File: src/rtl/syn_cortex_lb_bridge.sv
`timescale 1ns/1ps
// syn_cortex_lb_bridge
// Byte-stream to cortex local-bus master bridge. Host command frames arrive on
// an 8-bit RX stream; each frame becomes one single-cycle rd/wr strobe on the
// local bus. The bridge then waits (with timeout) for the matching valid and
// returns a framed response on an 8-bit TX stream. Only one transaction is
// in flight at a time.
//
// Frames (MSB first):  read  52 A1 A0            -> 4B D3 D2 D1 D0 | 54
//                      write 57 A1 A0 D3 D2 D1 D0 -> 4B | 54
//                      any other leading byte     -> 3F
// Optional build macro SYN_CORTEX_LB_BRIDGE_CSUM_EN: every command frame ends
// with an XOR checksum byte (mismatch -> 43, no strobe), and every response
// ends with the XOR of its bytes.
//
// Ports:
//   clk_ir, rst_sync_l              clock, async active-low reset
//   rx_byte_valid/rx_byte/rx_byte_rdy  command byte stream in
//   tx_byte_valid/tx_byte/tx_byte_rdy  response byte stream out
//   lb_rd_en, lb_wr_en              1-cycle local bus strobes
//   lb_addr, lb_wr_data             address / write data, held through WAIT
//   lb_rd_valid, lb_wr_valid, lb_rd_data  local bus completion
//   busy                            high whenever not IDLE
module syn_cortex_lb_bridge #(
  parameter int P_LB_DWIDTH = 32,
  parameter int P_LB_AWIDTH = 16,
  parameter int P_TIMEOUT   = 255,
  parameter int P_TO_WIDTH  = 8
) (
  input  logic                   clk_ir,
  input  logic                   rst_sync_l,
  input  logic                   rx_byte_valid,
  input  logic [7:0]             rx_byte,
  output logic                   rx_byte_rdy,
  output logic                   tx_byte_valid,
  output logic [7:0]             tx_byte,
  input  logic                   tx_byte_rdy,
  output logic                   lb_rd_en,
  output logic                   lb_wr_en,
  output logic [P_LB_AWIDTH-1:0] lb_addr,
  output logic [P_LB_DWIDTH-1:0] lb_wr_data,
  input  logic                   lb_rd_valid,
  input  logic                   lb_wr_valid,
  input  logic [P_LB_DWIDTH-1:0] lb_rd_data,
  output logic                   busy
);

  localparam logic [7:0] C_RD  = 8'h52;
  localparam logic [7:0] C_WR  = 8'h57;
  localparam logic [7:0] C_OK  = 8'h4B;
  localparam logic [7:0] C_TO  = 8'h54;
  localparam logic [7:0] C_UNK = 8'h3F;
`ifdef SYN_CORTEX_LB_BRIDGE_CSUM_EN
  localparam logic [7:0] C_CS  = 8'h43;
`endif
  localparam logic [P_TO_WIDTH-1:0] LP_TO = P_TO_WIDTH'(P_TIMEOUT);

  typedef enum logic [2:0] {
    S_IDLE  = 3'd0,
    S_ADDR  = 3'd1,
    S_WDATA = 3'd2,
    S_ISSUE = 3'd3,
    S_WAIT  = 3'd4,
    S_RESP  = 3'd5
`ifdef SYN_CORTEX_LB_BRIDGE_CSUM_EN
    , S_CSUM = 3'd6
`endif
  } state_t;

  state_t                 r_state, w_next;
  logic                   r_live;     // holds rx_byte_rdy low during/just after reset
  logic                   r_op_wr;
  logic [1:0]             r_byte_cnt;
  logic [P_LB_AWIDTH-1:0] r_addr;
  logic [P_LB_DWIDTH-1:0] r_wdata;
  logic [P_LB_DWIDTH-1:0] r_rd_data;
  logic [P_TO_WIDTH-1:0]  r_to_cnt;
  logic [7:0]             r_code;
  logic                   r_rd_ok;    // response carries the 4 read-data bytes
  logic [2:0]             r_tx_idx;
`ifdef SYN_CORTEX_LB_BRIDGE_CSUM_EN
  logic [7:0]             r_rx_csum;
  logic [7:0]             w_tx_csum;
  logic                   w_cs_ok;
`endif

  logic                   w_rx_rdy, w_rx_fire, w_tx_fire, w_known, w_hit, w_to_done;
  logic [P_TO_WIDTH-1:0]  w_to_inc;
  logic [2:0]             w_tx_last;
  logic [7:0]             w_tx_byte;
  state_t                 w_after_data;

  assign w_rx_rdy  = r_live & ((r_state == S_IDLE) | (r_state == S_ADDR) | (r_state == S_WDATA)
`ifdef SYN_CORTEX_LB_BRIDGE_CSUM_EN
                     | (r_state == S_CSUM)
`endif
                     );
  assign rx_byte_rdy   = w_rx_rdy;
  assign tx_byte_valid = (r_state == S_RESP);
  assign busy          = (r_state != S_IDLE);
  assign lb_addr       = r_addr;
  assign lb_wr_data    = r_wdata;

  assign w_rx_fire = rx_byte_valid & w_rx_rdy;
  assign w_tx_fire = tx_byte_valid & tx_byte_rdy;
  assign w_known   = (rx_byte == C_RD) | (rx_byte == C_WR);
  assign w_hit     = r_op_wr ? lb_wr_valid : lb_rd_valid;
  assign w_to_inc  = r_to_cnt + 1'b1;
  // Timeout fires on the WAIT cycle whose increment reaches P_TIMEOUT, giving
  // exactly P_TIMEOUT WAIT cycles; w_hit is tested first so valid wins a tie.
  assign w_to_done = (w_to_inc == LP_TO);

`ifdef SYN_CORTEX_LB_BRIDGE_CSUM_EN
  assign w_cs_ok      = (rx_byte == r_rx_csum);
  assign w_after_data = S_CSUM;
  assign w_tx_last    = r_rd_ok ? 3'd5 : 3'd1;
  assign w_tx_csum    = r_rd_ok ? (r_code ^ r_rd_data[31:24] ^ r_rd_data[23:16]
                                         ^ r_rd_data[15:8]  ^ r_rd_data[7:0])
                                : r_code;
`else
  assign w_after_data = S_ISSUE;
  assign w_tx_last    = r_rd_ok ? 3'd4 : 3'd0;
`endif

  // ---------------- FSM ----------------
  always_ff @(posedge clk_ir or negedge rst_sync_l) begin
    if (!rst_sync_l) r_state <= S_IDLE;
    else             r_state <= w_next;
  end

  always_comb begin
    w_next   = r_state;
    lb_rd_en = 1'b0;
    lb_wr_en = 1'b0;
    case (r_state)
      S_IDLE:  if (w_rx_fire) w_next = w_known ? S_ADDR : S_RESP;
      S_ADDR:  if (w_rx_fire && r_byte_cnt == 2'd1) w_next = r_op_wr ? S_WDATA : w_after_data;
      S_WDATA: if (w_rx_fire && r_byte_cnt == 2'd3) w_next = w_after_data;
`ifdef SYN_CORTEX_LB_BRIDGE_CSUM_EN
      S_CSUM:  if (w_rx_fire) w_next = w_cs_ok ? S_ISSUE : S_RESP;
`endif
      S_ISSUE: begin
        lb_rd_en = ~r_op_wr;
        lb_wr_en = r_op_wr;
        w_next   = S_WAIT;
      end
      S_WAIT:  if (w_hit || w_to_done) w_next = S_RESP;
      S_RESP:  if (w_tx_fire && r_tx_idx == w_tx_last) w_next = S_IDLE;
      default: w_next = S_IDLE;
    endcase
  end

  // ---------------- datapath ----------------
  always_ff @(posedge clk_ir or negedge rst_sync_l) begin
    if (!rst_sync_l) begin
      r_live     <= 1'b0;
      r_op_wr    <= 1'b0;
      r_byte_cnt <= '0;
      r_addr     <= '0;
      r_wdata    <= '0;
      r_rd_data  <= '0;
      r_to_cnt   <= '0;
      r_code     <= '0;
      r_rd_ok    <= 1'b0;
      r_tx_idx   <= '0;
`ifdef SYN_CORTEX_LB_BRIDGE_CSUM_EN
      r_rx_csum  <= '0;
`endif
    end else begin
      r_live <= 1'b1;
      case (r_state)
        S_IDLE: if (w_rx_fire) begin
          r_op_wr    <= (rx_byte == C_WR);
          r_byte_cnt <= '0;
          r_tx_idx   <= '0;
          r_rd_ok    <= 1'b0;
          if (!w_known) r_code <= C_UNK;
`ifdef SYN_CORTEX_LB_BRIDGE_CSUM_EN
          r_rx_csum  <= rx_byte;
`endif
        end
        S_ADDR: if (w_rx_fire) begin
          r_addr     <= {r_addr[P_LB_AWIDTH-9:0], rx_byte};
          r_byte_cnt <= (r_byte_cnt == 2'd1) ? 2'd0 : r_byte_cnt + 2'd1;
`ifdef SYN_CORTEX_LB_BRIDGE_CSUM_EN
          r_rx_csum  <= r_rx_csum ^ rx_byte;
`endif
        end
        S_WDATA: if (w_rx_fire) begin
          r_wdata    <= {r_wdata[P_LB_DWIDTH-9:0], rx_byte};
          r_byte_cnt <= r_byte_cnt + 2'd1;  // wraps 3 -> 0
`ifdef SYN_CORTEX_LB_BRIDGE_CSUM_EN
          r_rx_csum  <= r_rx_csum ^ rx_byte;
`endif
        end
`ifdef SYN_CORTEX_LB_BRIDGE_CSUM_EN
        S_CSUM: if (w_rx_fire && !w_cs_ok) r_code <= C_CS;
`endif
        S_ISSUE: r_to_cnt <= '0;
        S_WAIT: begin
          r_to_cnt <= w_to_inc;
          if (w_hit) begin
            r_code  <= C_OK;
            r_rd_ok <= ~r_op_wr;
            if (!r_op_wr) r_rd_data <= lb_rd_data;
          end else if (w_to_done) begin
            r_code <= C_TO;
          end
        end
        S_RESP: if (w_tx_fire) r_tx_idx <= r_tx_idx + 3'd1;
        default: ;
      endcase
    end
  end

  // ---------------- response byte mux ----------------
  always_comb begin
    w_tx_byte = r_code;
    case (r_tx_idx)
      3'd1:    w_tx_byte = r_rd_data[31:24];
      3'd2:    w_tx_byte = r_rd_data[23:16];
      3'd3:    w_tx_byte = r_rd_data[15:8];
      3'd4:    w_tx_byte = r_rd_data[7:0];
      default: w_tx_byte = r_code;
    endcase
`ifdef SYN_CORTEX_LB_BRIDGE_CSUM_EN
    if (r_tx_idx == w_tx_last) w_tx_byte = w_tx_csum;
`endif
  end

  assign tx_byte = (r_state == S_RESP) ? w_tx_byte : 8'h00;

endmodule
File: config.mk
export PLATFORM = sky130hd
export DESIGN_NAME = syn_cortex_lb_bridge
export DESIGN_NICKNAME = d
export VERILOG_FILES = /design/src/rtl/syn_cortex_lb_bridge.sv
export SDC_FILE = /design/constraint.sdc
export NUM_CORES = 1
export LEC_CHECK = 0
export ABC_AREA = 1
export CAP_MARGIN = 10
export CORE_AREA = 4 4 110 91
export CTS_BUF_LIST = sky130_fd_sc_hd__clkbuf_4 sky130_fd_sc_hd__clkbuf_8 sky130_fd_sc_hd__clkbuf_16
export DETAILED_ROUTE_END_ITERATION = 16
export DIE_AREA = 0 0 114 95
export DONT_BUFFER_PORTS = 1
export PLACE_DENSITY = 0.78
export SKIP_LAST_GASP = 1
export SYNTH_ARGS = -nofsm -noshare
export SYNTH_HDL_FRONTEND = slang
export SYNTH_SLANG_ARGS = --single-unit
File: constraint.sdc
create_clock -name clk_ir -period 1.85 [get_ports clk_ir]
set_input_delay 0.185 -clock clk_ir [delete_from_list [all_inputs] [get_ports clk_ir]]
set_output_delay 0.185 -clock clk_ir [all_outputs]
set_load 0.005 [all_outputs]
==> impl_metrics.json <==
{
  "status": "finished with violations",
  "violations": "negative hold slack, negative setup slack",
  "synth_edf_count": 0,
  "cts_made_buffers": 9,
  "routed_via_density": 5.42,
  "gp_congestion": 0.832,
  "die_h_um": 95,
  "post-route-cell-area_mm2": 0.00576,
  "synth-async-reset-ratio": 1.00,
  "path_clk_slew_ps": 70,
  "grt_antenna_before_repair": 0,
  "tightestPinTransition_ps": 550,
  "placed_area_mm2": 0.00492,
  "crit_required_ps": 1660,
  "wl_um": 11000,
  "die-area_mm2": 0.0108,
  "crit_path_max_incr_delay_ps": 430,
  "synth_mux_area_frac": 0.159,
  "hold_class": "in2async",
  "drtIter0Drc": 201,
  "rsz0062_at_grt": "yes",
  "synth_top_area_cell": "dfrtp_1",
  "vias": 3384,
  "grt_max_degree": 104,
  "arrival_ps": 1810,
  "ant_nets": 0,
  "clock-root-buffer": "clkbuf_16",
  "syn_area_mm2": 0.00476,
  "syn_area_per_cell_um2": 10.5,
  "yosys_warnings": 0,
  "path_common_cell": "inv_2",
  "dp.cells": 566,
  "grt_first_pass_wirelength_um": 17200,
  "peakVddDrop_v": 0.000885,
  "synth-xor-area-share": 0.00184,
  "hold_buffers": 33,
  "yosys.area_share.adder": 0.0263,
  "drive_gt1_frac": 0.246,
  "synth_cells": 452,
  "crit_fanout": 8,
  "yosysUniqueCellTypes": 37,
  "cp_num_buf_inv": 3,
  "layout_commonest_cell": "dfrtp_1",
  "htree_levels": 3,
  "setup_viol": 8,
  "period_share": 1.08,
  "synthesis.nets": 508,
  "critical-path-top-delay-family": "flip-flops",
  "ys_seq_area_frac": 0.541,
  "final_cell_mix": "103 x dfrtp_1, 88 x nand2_1, 36 x inv_1",
  "synthTopCellsByArea": "dfrtp_1 54%, nand2_1 7.4%, mux2_4 6.0%, mux2_2 5.2%, mux2_1 4.7%",
  "synthSimpleGateAreaFrac": 0.140,
  "slew_viol_final": 0,
  "power_leakage_nw": 2.79,
  "drtPass1Iterations": 4,
  "slowest_stage": "dfrtp_1",
  "maxCapViolCount": 0,
  "final.fill_count": 670,
  "wire_per_inst_um": 17.6,
  "dp_hpwl_um": 7320,
  "dieWidth_um": 114,
  "remaining_drc_errors": 0,
  "syn2layout_area_growth_pct": 21.0,
  "holdWs_ps": -469,
  "globalRouteOverflowTotal": 0,
  "path_class": "reg2out",
  "layout.nets": 560,
  "insertion_delay_ps": 350,
  "netlist.area_leader.share": 0.541,
  "synth-seq-cells": 103,
  "initial_core_util": 0.534,
  "io_pins": 107,
  "fmax_ghz": 0.500,
  "pre_cts_slack_ps": 14.7,
  "clock_skew_ps": 9.56,
  "n_antenna_cell": 0,
  "fin_ws_ps": -149,
  "first_global_vias": 3493,
  "powerDensity_mw_per_mm2": 1450,
  "synth-main-ff-cell": "dfrtp_1",
  "worstPathCellList": "ha_2 > ha_4 > inv_2 > nand4_1 > buf_4 > nand3_2 > nand2_1 > inv_2",
  "instances_no_fill": 624,
  "worst_setup_path_end_kind": "primary output",
  "cts_buffer_depth": 2,
  "cts_sinks": 103,
  "cp-start-kind": "flip-flop",
  "portBuffers": 0,
  "hold_viol_final": 103,
  "post-route-min-period_ps": 2000,
  "core_mm2": 0.00892,
  "rows": 31,
  "grtUsageTotal": 0.205,
  "synth_top_family_by_area": "multiplexers",
  "slew_headroom": 0.631,
  "synth_compound_area_frac": 0.0738,
  "cts_tree": "done"
}
==> state kept, by name (all words and copies together) (netlist names) <==
register    count
r_to_cnt        8
lb_addr        16
r_code          4
lb_wr_data     32
r_op_wr         1
r_rd_ok         1
r_byte_cnt      2
r_live          1
r_tx_idx        3
r_rd_data      32
r_state         3
==> Yosys cell counts (4+ instances only) <==
cell type	instances
a22o_1	4
ha_1	10
inv_2	4
mux2_2	22
nand4_1	4
mux2_1	20
mux2_4	19
dfrtp_1	103
nand3_1	21
buf_2	6
o21ai_0	29
o22ai_1	5
nor2_1	23
a21oi_1	11
nand2_1	94
inv_1	47
==> logic make-up (layout without fill, tap and decap cells) <==
| kind of cell | count (synthesis) | in the layout |
|---|---|---|
| buffers and inverters | 63 | 120 |
| adder cells (fa/ha/maj) | 10 | 10 |
| flip-flops | 103 | 103 |
| XOR/XNOR | 1 | 1 |
| multiplexers | 61 | 61 |
| AND/OR/NAND/NOR | 153 | 153 |
| AO/OA/AOI/OAI | 60 | 60 |
| other | 1 | 1 |
==> metal layers <==
layer | global-route usage | part of all wire | wire length [um] | up-vias
met4 | 0.0979 | 0.021 | 230 | 0
met5 | 0 | 0 | 0 | -
met2 | 0.357 | 0.53 | 5850 | 89
met1 | 0.233 | 0.39 | 4280 | 1672
li1 | - | - | - | 1606
met3 | 0.0609 | 0.055 | 608 | 17
==> per-stage QoR <==
stage                     setup TNS (ps)  hold slack [ps]  power [mW]   util
after CTS                           -816             -487        8.13  0.633
after detailed placement               0             -107        5.96  0.552
after global routing               -1890             -489        8.90  0.646
after global placement                 0             -107        5.79  0.552
final                              -1090             -469        8.38  0.646
after floorplan                        0             -111        5.23      -
==> power by group <==
part	total, mW	switching [mW]	internal [mW]
sequential	3.77	0.715	3.05
clock	1.88	0.920	0.960
combinational	2.74	1.47	1.26
==> path summary, 6_finish.rpt <==
path	startpoint	end	slack, ps	cells past startpoint
max in group asynchronous	rst_sync_l	r_rd_data[25]	2150	0
max reg2reg	r_state[0]	lb_wr_data[7]	90	5
min	rst_sync_l	r_rd_data[20]	-470	0
min reg2reg	r_rd_data[16]	r_rd_data[16]	500	1
min in group clk_ir	rx_byte[4]	lb_wr_data[4]	10	2
max	r_tx_idx[1]	tx_byte[1]	-150	8
==> final cells by class <==
cell class,instances,area (um^2),share of cell area
Inverter,52,204,0.0354
Sequential cell,103,2580,0.447
Clock inverter,7,73.8,0.0128
Clock buffer,9,225,0.0391
Tap cell,115,144,0.0250
Timing Repair Buffer,52,493,0.0856
Multi-Input combinational cell,286,2040,0.355
==> repair_timing <==
item,4_1_cts,5_1_grt
pin swaps,3,10
setup buffers,2,7
endpoints found under the hold margin,136,103
resized for setup,21,23
setup endpoints to repair,10,11
Note: power is estimated with default switching activity, not from simulation.
==> edit 1: new RTL, same flow settings <==
Reset style: synchronous (`rst_sync_l`), changed in 2 clocked blocks. Comments in the files are not updated.
--- a/src/rtl/syn_cortex_lb_bridge.sv
+++ b/src/rtl/syn_cortex_lb_bridge.sv
@@ -125,3 +125,3 @@
   // ---------------- FSM ----------------
-  always_ff @(posedge clk_ir or negedge rst_sync_l) begin
+  always_ff @(posedge clk_ir) begin
     if (!rst_sync_l) r_state <= S_IDLE;
@@ -153,3 +153,3 @@
   // ---------------- datapath ----------------
-  always_ff @(posedge clk_ir or negedge rst_sync_l) begin
+  always_ff @(posedge clk_ir) begin
     if (!rst_sync_l) begin
Formal check against the unedited RTL: differs if rst_sync_l is asserted again (counterexample within 4 cycles, from zero or initial values and one cycle with rst_sync_l low); with rst_sync_l held inactive, the same outputs for 10 cycles.
==> edit 1 against the original RTL <==
The run ends with setup timing left. Sequential power down 26%. Wire length up 9.3%. Synthesized area down 7.0%. Critical path type unchanged. Core utilization down 6.4 points. Final area down 9.9%. First-iteration DRC count up 14%. Combinational power down 37%. Sequential cell count unchanged. Worst setup slack better by 0.14 ns. Power down 21%.
==> edit 1: results (changes against the original RTL) <==
{
  "outcome": {
    "run_status": "finished with violations",
    "violated_checks": "setup timing"
  },
  "grt": {
    "grt_start_max_net_pins": {"value": 64, "change": "-38%"},
    "grt_first_pass_wirelength": {"value": 18.8, "unit": "mm", "change": "+9.4%"},
    "grtUsageMet2": {"value": 37.7, "unit": "%", "change": "+2.0 points"},
    "vias_in_the_first_global_route": {"value": 3966, "change": "+14%"},
    "gr-usage-met3": {"value": 9.80, "unit": "%", "change": "+3.7 points"}
  },
  "placement": {
    "dp.cells": {"value": 730, "change": "+29%"},
    "placed_area": {"value": 4580, "unit": "um2", "change": "-7.0%"}
  },
  "drt": {
    "detail_route.first_pass.iterations": {"value": 5, "change": "+1"},
    "routedWlPerCell": {"value": 15.9, "unit": "um", "change": "-9.4%"},
    "met1_length": {"value": 4.79, "unit": "mm", "change": "+12%"},
    "met2_wirelength": {"value": 5.81, "unit": "mm", "change": "-0.73%"}
  },
  "timing": {
    "finClkSkew": {"value": 0.00673, "unit": "ns", "change": "-0.00283 ns"},
    "post_layout_worst_setup_margin": {"value": -0.00882, "unit": "ns", "change": "+0.140 ns"},
    "setup-violations-final": {"value": 2, "change": "-6"},
    "worst_pin_slew": {"value": 0.495, "unit": "ns", "change": "-0.0551 ns"},
    "setup_tns": {"value": -0.0156, "unit": "ns", "change": "+1.07 ns"}
  },
  "logic_synthesis": {
    "synth-async-reset-ratio": {"value": 0, "unit": "%", "change": "-100 points"},
    "synth.mux.area_fraction": {"value": 0, "unit": "%", "change": "-16 points"},
    "synth.lib_cells_used.distinct": {"value": 26, "change": "-30%"},
    "synthTopCellsByCount": "164 x nor2_1, 103 x dfxtp_1, 86 x o21ai_0, 83 x nand2_1, 57 x inv_1",
    "synth-xor-area-share": {"value": 0, "unit": "%", "change": "-0.18 points"},
    "synth_sequential_area_ratio": {"value": 46.6, "unit": "%", "change": "-7.6 points"},
    "synthesis.nets": {"value": 685, "change": "+35%"},
    "synth_fa_ha_area_share": {"value": 2.82, "unit": "%", "change": "+0.20 points"}
  },
  "critical_path": {
    "timing.rr.start": "r_to_cnt[0]",
    "arrival": {"value": 1.67, "unit": "ns", "change": "-0.14 ns"},
    "slowest_stage_delay_on_critical_path": {"value": 0.40, "unit": "ns", "change": "-0.03 ns"}
  },
  "power_and_ir_drop": {
    "power_leakage": {"value": 2.01, "unit": "nW", "change": "-28%"}
  },
  "cells_and_area": {
    "final-nonclk-buf-share": {"value": 3.76, "unit": "%", "change": "-4.8 points"},
    "buffers_excl_clock": {"value": 21, "change": "-60%"},
    "area_of_the_multi_input_gates": {"value": 2190, "unit": "um2", "change": "+7.0%"}
  }
}
## edit 1: cell count changes after synthesis, sizes merged, moves of 6 or more
cell    before  now
nor2        26  164
dfrtp      103    0
dfxtp        0  103
mux2        61    0
o21ai       30   86
a21oi       11   42
clkbuf       2   19
nand2       98   84
inv         51   58
nand3       21   27
## edit 1: timing repair
item / in CTS / in global routing
hold buffers: 3 / 0
pin swaps: 2 / 7
setup endpoints to repair: 7 / 38
setup buffers: 2 / 1
gates cloned: 1 / 0
resized for setup: 39 / 34
endpoints found under the hold margin: 64 / 0
## edit 1: report_power, final
part           internal (mW)  switching, mW
Sequential              2.53          0.260
Clock                   1.21          0.852
Combinational          0.592           1.14
## edit 1: worst register-to-register path: cells and delay by family (launching register included)
family / cells / cell delay [ns]
AO/OA/AOI/OAI: 2 / 0.35
flip-flops: 1 / 0.38
buffers and inverters: 1 / 0.05
adder cells (fa/ha/maj): 1 / 0.22
AND/OR/NAND/NOR: 6 / 0.67
==> edit 2: new RTL, config.mk and constraints unchanged <==
Without the edit above. The parameter `P_LB_AWIDTH` goes from 16 to 12.
--- a/src/rtl/syn_cortex_lb_bridge.sv
+++ b/src/rtl/syn_cortex_lb_bridge.sv
@@ -25,3 +25,3 @@
   parameter int P_LB_DWIDTH = 32,
-  parameter int P_LB_AWIDTH = 16,
+  parameter int P_LB_AWIDTH = 12,
   parameter int P_TIMEOUT   = 255,
Interface: changed (resized lb_addr); port bits go from 107 to 103. The function was not compared with the original's and may differ.
==> edit 2 against the original RTL <==
The flow still finishes with violations (hold timing, setup timing). Count of clock-buffer cells in the layout grew 3. Sequential share of layout area is essentially flat. Final area shrank 3.8%. Sequential cell count shrank 4. Worst setup slack gained 0.0062 ns. Wire length grew 1.3%. Synthesized area shrank 4.3%. Power grew 2.2%. Largest cell class unchanged.
==> edit 2: results (changes against the original RTL) <==
{
  "timing": {
    "hold_ws": {"value": -0.472, "unit": "ns", "change": "-0.00262 ns"},
    "report.final.hold_viol_count": {"value": 99, "change": "-3.9%"},
    "setup-violations-final": {"value": 8, "change": "unchanged"},
    "post_layout_worst_setup_margin": {"value": -0.143, "unit": "ns", "change": "+0.00624 ns"}
  },
  "critical_path": {
    "startpoint": "r_tx_idx[0]",
    "critPathSlowestCell": "dfrtp_2"
  },
  "drt": {
    "via_per_inst": {"value": 5.37, "change": "-0.94%"},
    "drtIter0Drc": {"value": 362, "change": "+80%"},
    "via_count": {"value": 3524, "change": "+4.1%"},
    "total_wire_length": {"value": 11.1, "unit": "mm", "change": "+1.3%"},
    "met2_wirelength": {"value": 5.66, "unit": "mm", "change": "-3.2%"}
  },
  "cells_and_area": {
    "multiInputCombCellCount": {"value": 329, "change": "+15%"},
    "clkbuf_count": {"value": 12, "change": "+3"},
    "buffers_excl_clock": {"value": 49, "change": "-5.8%"},
    "fillerInstances": {"value": 672, "change": "+0.30%"},
    "clk_share": {"value": 5.39, "unit": "%", "change": "+0.20 points"},
    "final-nonclk-buf-share": {"value": 8.46, "unit": "%", "change": "-0.093 points"},
    "sh_seq_area": {"value": 44.8, "unit": "%", "change": "about the same"},
    "inv_count": {"value": 48, "change": "-7.7%"}
  },
  "clocking": {
    "cts_hold_repair.buffers": {"value": 36, "change": "+9.1%"},
    "cts_resized": {"value": 18, "change": "-14%"}
  },
  "grt": {
    "grt_use_total": {"value": 20.3, "unit": "%", "change": "-0.20 points"},
    "grt_start_max_net_pins": {"value": 100, "change": "-3.8%"},
    "grtUsageMet2": {"value": 34.8, "unit": "%", "change": "-0.88 points"}
  },
  "outcome": {
    "run_status": "finished with violations",
    "violated_checks": "hold timing, setup timing"
  },
  "power_and_ir_drop": {
    "power.density_cell_area": {"value": 1550, "unit": "nW/um2", "change": "+6.2%"},
    "power_frac_comb": {"value": 33.0, "unit": "%", "change": "+0.4 points"},
    "power_leakage": {"value": 2.69, "unit": "nW", "change": "-3.6%"},
    "p_int": {"value": 5.35, "unit": "mW", "change": "+1.3%"}
  },
  "logic_synthesis": {
    "synthTopCellsByArea": "dfrtp_1 54%, nand2_1 13%, mux2_2 7.4%"
  }
}
## edit 2: changes by cell type after synthesis, sizes merged, moves of 4 or more
cell and change:
a21oi -7, nand2 +70, dfrtp -4, o21ai +5, mux2 -25
## edit 2: kinds of logic after synthesis
| group | share of synthesized area, % |
|---|---|
| other | 0.0822 |
| DFF | 54.3 |
| muxes | 9.22 |
| AOI/OAI and AO/OA | 6.50 |
| and+or+nand+nor | 20.7 |
| xor gates and xnor gates | 0.384 |
| adders and majority gates | 2.74 |
| buffers and inverters | 6.01 |
## edit 2: final timing paths
kind / depth (start not counted) / slack (ns) / endpoint
max in group asynchronous: 0 / 2.15 / r_tx_idx[2]
setup / recovery: 8 / -0.14 / tx_byte[6]
hold reg to reg: 1 / 0.51 / r_rd_data[26]
hold / removal: 0 / -0.47 / lb_addr[10]
setup reg to reg: 7 / 0.20 / lb_addr[10]
min in group clk_ir: 2 / 0 / r_tx_idx[1]
